**config.mk**
```make
export PLATFORM = sky130hd
export DESIGN_NAME = ray_generator
export DESIGN_NICKNAME = d
export VERILOG_FILES = /design/src/rtl/ray_generator.sv
export SDC_FILE = /design/constraint.sdc
export NUM_CORES = 1
export LEC_CHECK = 0
export ABC_AREA = 0
export BUFFER_PORTS_ARGS = -buffer_cell sky130_fd_sc_hd__buf_2
export CAP_MARGIN = 20
export CORE_UTILIZATION = 45
export CTS_CLUSTER_SIZE = 10
export DETAILED_ROUTE_END_ITERATION = 7
export GPL_ROUTABILITY_DRIVEN = 0
export PLACE_DENSITY_LB_ADDON = 0.2
export SYNTH_ARGS = -nofsm -noshare
export SYNTH_HDL_FRONTEND = slang
export SYNTH_SLANG_ARGS = --single-unit
export TNS_END_PERCENT = 5
```
**constraint.sdc**
```tcl
create_clock -name clock -period 13.7 [get_ports clock]
set_input_delay 2.055 -clock clock [delete_from_list [all_inputs] [get_ports clock]]
set_output_delay 2.055 -clock clock [all_outputs]
set_load 0.02 [all_outputs]
```
**src/rtl/ray_generator.sv**
```systemverilog
// rtl/ray_generator.sv - per-pixel primary ray generator feeding the ray tracer input FIFO
// Directions are built incrementally: column step du along a row, row step dv at each row wrap.
module ray_generator #(
   parameter int D_BITS = 32,
   parameter int Q_BITS = 10,
   parameter int IMG_W  = 32,
   parameter int IMG_H  = 32
) (
   input  logic                                     clock,
   input  logic                                     reset,
   input  logic                                     start,
   input  logic signed [D_BITS-1:0]                 cam_origin [3],
   input  logic signed [D_BITS-1:0]                 dir_base [3],
   input  logic signed [D_BITS-1:0]                 du [3],
   input  logic signed [D_BITS-1:0]                 dv [3],
   input  logic                                     full,
   output logic signed [D_BITS-1:0]                 ray_out [6],
   output logic                                     wr_en,
   output logic                                     busy,
   output logic                                     done,
   output logic [$clog2(IMG_W*IMG_H+1)-1:0]         ray_count
);

   localparam int XW = (IMG_W > 1) ? $clog2(IMG_W) : 1;
   localparam int YW = (IMG_H > 1) ? $clog2(IMG_H) : 1;
   localparam logic [XW-1:0] X_LAST = XW'(IMG_W - 1);
   localparam logic [YW-1:0] Y_LAST = YW'(IMG_H - 1);

   localparam logic [1:0] S_IDLE = 2'd0;
   localparam logic [1:0] S_RUN  = 2'd1;
   localparam logic [1:0] S_DONE = 2'd2;

   if (IMG_W < 1 || IMG_H < 1 || Q_BITS < 0 || Q_BITS >= D_BITS) begin : g_bad_params
      $error("ray_generator: invalid image size or fixed-point format");
   end

   logic [1:0]               state;
   logic [XW-1:0]            x;
   logic [YW-1:0]            y;
   logic signed [D_BITS-1:0] org_r [3];
   logic signed [D_BITS-1:0] du_r  [3];
   logic signed [D_BITS-1:0] dv_r  [3];
   logic signed [D_BITS-1:0] row_r [3];
   logic signed [D_BITS-1:0] dir_r [3];

   assign busy  = (state == S_RUN);
   assign done  = (state == S_DONE);
   assign wr_en = busy && !full;

   always_comb begin
      for (int k = 0; k < 3; k++) begin
         ray_out[k]     = org_r[k];
         ray_out[k + 3] = dir_r[k];
      end
   end

   always_ff @(posedge clock) begin
      if (!reset) begin
         state     <= S_IDLE;
         x         <= '0;
         y         <= '0;
         ray_count <= '0;
         for (int k = 0; k < 3; k++) begin
            org_r[k] <= '0;
            du_r[k]  <= '0;
            dv_r[k]  <= '0;
            row_r[k] <= '0;
            dir_r[k] <= '0;
         end
      end else begin
         case (state)
            S_IDLE: begin
               if (start) begin
                  state     <= S_RUN;
                  x         <= '0;
                  y         <= '0;
                  ray_count <= '0;
                  for (int k = 0; k < 3; k++) begin
                     org_r[k] <= cam_origin[k];
                     du_r[k]  <= du[k];
                     dv_r[k]  <= dv[k];
                     row_r[k] <= dir_base[k];
                     dir_r[k] <= dir_base[k];
                  end
               end
            end
            S_RUN: begin
               // Everything advances only when the presented ray is accepted.
               if (!full) begin
                  ray_count <= ray_count + 1'b1;
                  if (x == X_LAST) begin
                     x <= '0;
                     y <= y + 1'b1;
                     for (int k = 0; k < 3; k++) begin
                        row_r[k] <= row_r[k] + dv_r[k];
                        dir_r[k] <= row_r[k] + dv_r[k];
                     end
                     if (y == Y_LAST) state <= S_DONE;
                  end else begin
                     x <= x + 1'b1;
                     for (int k = 0; k < 3; k++) dir_r[k] <= dir_r[k] + du_r[k];
                  end
               end
            end
            S_DONE:  state <= S_IDLE;
            default: state <= S_IDLE;
         endcase
      end
   end

endmodule
```
==> metrics.yaml <==
rows: 91
end_kind: "register"
grt_pass1_vias: 21800
path_buf_inv: 2
io-pin-count: 594
grt_use_total: 0.249
p_int_mw: 2.94
clock_skew_ns: 0.0280
initial_core_util: 0.456
netlist-cell-type-count: 77
p_seq_frac: 0.457
cp.arrival_ns: 5.44
setup_tns_ns: 0
dieArea_mm2: 0.0637
port_buffers: 593
start_kind: "input port"
first_pass_iters: 8
fmax_mhz: 192
hold_viol: 0
final_max_slew_viol_count: 0
ir_worst_vdd_mv: 0.130
p_leak_nw: 15.7
syn_avg_cell_area_um2: 11.4
r2r_end: "row_r[0][87]"
cp_num_cells: 5
crit_fanout: 78
remaining_drc_errors: 0
required_ns: 13.94
hold_buffers: 0
cts_resized: 0
worst_slew_pin_slew_ns: 1.11
swShare: 0.286
synth_edf_count: 480
drtIter0Drc: 1498
r2r_slack_ns: 9.39
synth_area_mm2: 0.0282
slew_headroom: 0.263
ant_nets: 0
yosysWarnings: 0
ys_async_sr_fraction: 0
post_drt_wl_per_cell_um: 20.7
r2r-start: "x[0]"
post-synth-top-area-fraction: 0.511
synth_nets: 3065
max_cap_violations: 0
yosysMostFrequentCell: "edfxtp_1"
switchingPower_mw: 1.18
seq_area_frac_synth: 0.527
clockBufferDepth: 3
drt-total-wl_um: 81600
vias: 21800
cp_cell_sequence: "buf_2 > nor2_1 > nand3_4 > nand2b_4 > buf_4"
cts.sinks: 503
antenna_found_initial: 11
yosysTopAreaCell: "edfxtp_1"
tritoncts: "done"
rsz0062_at_grt: "false"
synthTopCellsByCount: "480 x edfxtp_1, 300 x and2_1, 191 x ha_1"
setup.worst_path.start: "full"
pwr-share-clk: 0.342
cts_max_level: 2
pre_cts_slack_ns: 7.82
endpoint: "row_r[0][87]"
finalCritPeriodShare: 0.380
fin_crit_ns: 5.21
overflow: 0
clk-insertion-delay-late_ns: 0.62
hp-class: "register to register"
r2r_cells: 6
synthTopCellsByArea: "edfxtp_1 51%, ha_1 8.5%, and2_1 6.7%"
cpPeakStageDelay_ns: 0.89
path_class: "input port to register"
grt_pass1_wl_um: 123000
area_growth_pct: 19.5
slowest_stage: "nand2b_4"
clk_pin_slew_ns: 0.06
grt_max_degree: 179
drive_gt1_frac: 0.226
p_comb_frac: 0.201
dieHeight_um: 252
synth_ff_type: "edfxtp_1"
cts_buffers: 59
outcome: "finished clean"
cpLargestDelayFamily: "simple AND/OR/NAND/NOR gates"
die_x_um: 252
synthCells: 2480
p_per_area_mw_per_mm2: 122
fp.coreArea_mm2: 0.0618
via_per_inst: 5.54
setup_violations: 0
fin_ws_ns: 8.49
hpwl_um: 60700
post_cts_buffers: 0
min_from: "x[4]"
cts-root-buf: "clkbuf_16"
ys_ff_latch: 503
fin_nets: 3637
==> power by group through the flow <==
| stage | clock network [mW] | logic, mW | registers, mW |
|---|---|---|---|
| 2_1_floorplan | 0 | 0.497 | 1.98 |
| 3_3_place_gp | 0 | 0.802 | 1.91 |
| 3_5_place_dp | 0 | 0.819 | 1.91 |
| 4_1_cts | 1.44 | 0.825 | 1.88 |
| 5_1_grt | 1.49 | 0.903 | 1.89 |
| 6_report | 1.41 | 0.828 | 1.88 |
==> flip-flops by register name, summed over array words and instances, names as in the netlist <==
name / flops
dir_r: 96
du_r: 96
dv_r: 96
org_r: 96
ray_count: 11
row_r: 96
state: 2
x: 5
y: 5
==> cell type report <==
cell class | instances | area, um^2
multi-input combinational | 1833 | 12800
clock inverter | 8 | 61.3
sequential | 503 | 14900
antenna | 6 | 15.0
fill | 5410 | 28100
tap | 837 | 1050
timing repair buffer | 603 | 3080
inverter | 52 | 195
clock buffer | 92 | 1610
==> layout by cell type (no fill, tap or decap), types with 27 or more instances in the layout <==
cell type / n
nand3_1: 29
o21a_1: 27
and2_1: 300
inv_1: 52
edfxtp_1: 480
nor2_1: 100
xor2_1: 77
ha_1: 191
o21ai_0: 140
buf_2: 593
clkbuf_1: 32
nand2_1: 174
a21o_1: 183
xnor2_1: 109
clkbuf_16: 59
nand4_1: 35
a21oi_1: 181
==> how the worst min path moves through the flow <==
| stage | to | slack, ns | cells past startpoint |
|---|---|---|---|
| 3_3_place_gp | x[4] | 0.46 | 2 |
| 6_report | x[4] | 0.47 | 2 |
| 3_5_place_dp | x[4] | 0.47 | 2 |
| 5_1_grt | x[4] | 0.50 | 2 |
| 4_1_cts | x[4] | 0.48 | 2 |
| 2_1_floorplan | x[4] | 0.45 | 2 |
==> layer usage <==
metal	wire, um	vias to the layer above	track usage
met2	39500	865	0.425
met4	3490	4	0.108
li1	-	10300	-
met1	32900	10400	0.310
met5	30	-	0
met3	5680	162	0.0453
==> worst reg2reg max path: stages (launching register included) <==
cell,delay [ns]
dfxtp_1,0.37
ha_1,0.18
and3_1,0.17
ha_1,0.47
nand3_4,0.85
nand2b_4,0.95
buf_4,0.82
==> kinds of logic after synthesis <==
logic type | count (synthesis) | synth area share
AOI/OAI and AO/OA | 724 | 0.170
muxes | 3 | 0.00106
adders and majority gates | 197 | 0.0890
xor gates and xnor gates | 186 | 0.0578
and+or+nand+nor | 723 | 0.135
buffers and inverters | 144 | 0.0195
DFF | 503 | 0.527
==> stage by stage <==
step	cell area (um^2)	power [mW]	std cells	hold WS (ns)	util
after floorplan	28200	2.47	2480	0.445	-
after global placement	32000	2.72	3827	0.457	0.518
after detailed placement	32000	2.73	3827	0.471	0.518
after CTS	33700	4.15	3927	0.479	0.545
after global routing	33700	4.29	3933	0.500	0.545
final	33700	4.12	3934	0.473	0.545
(Power assumes the default switching activity.)
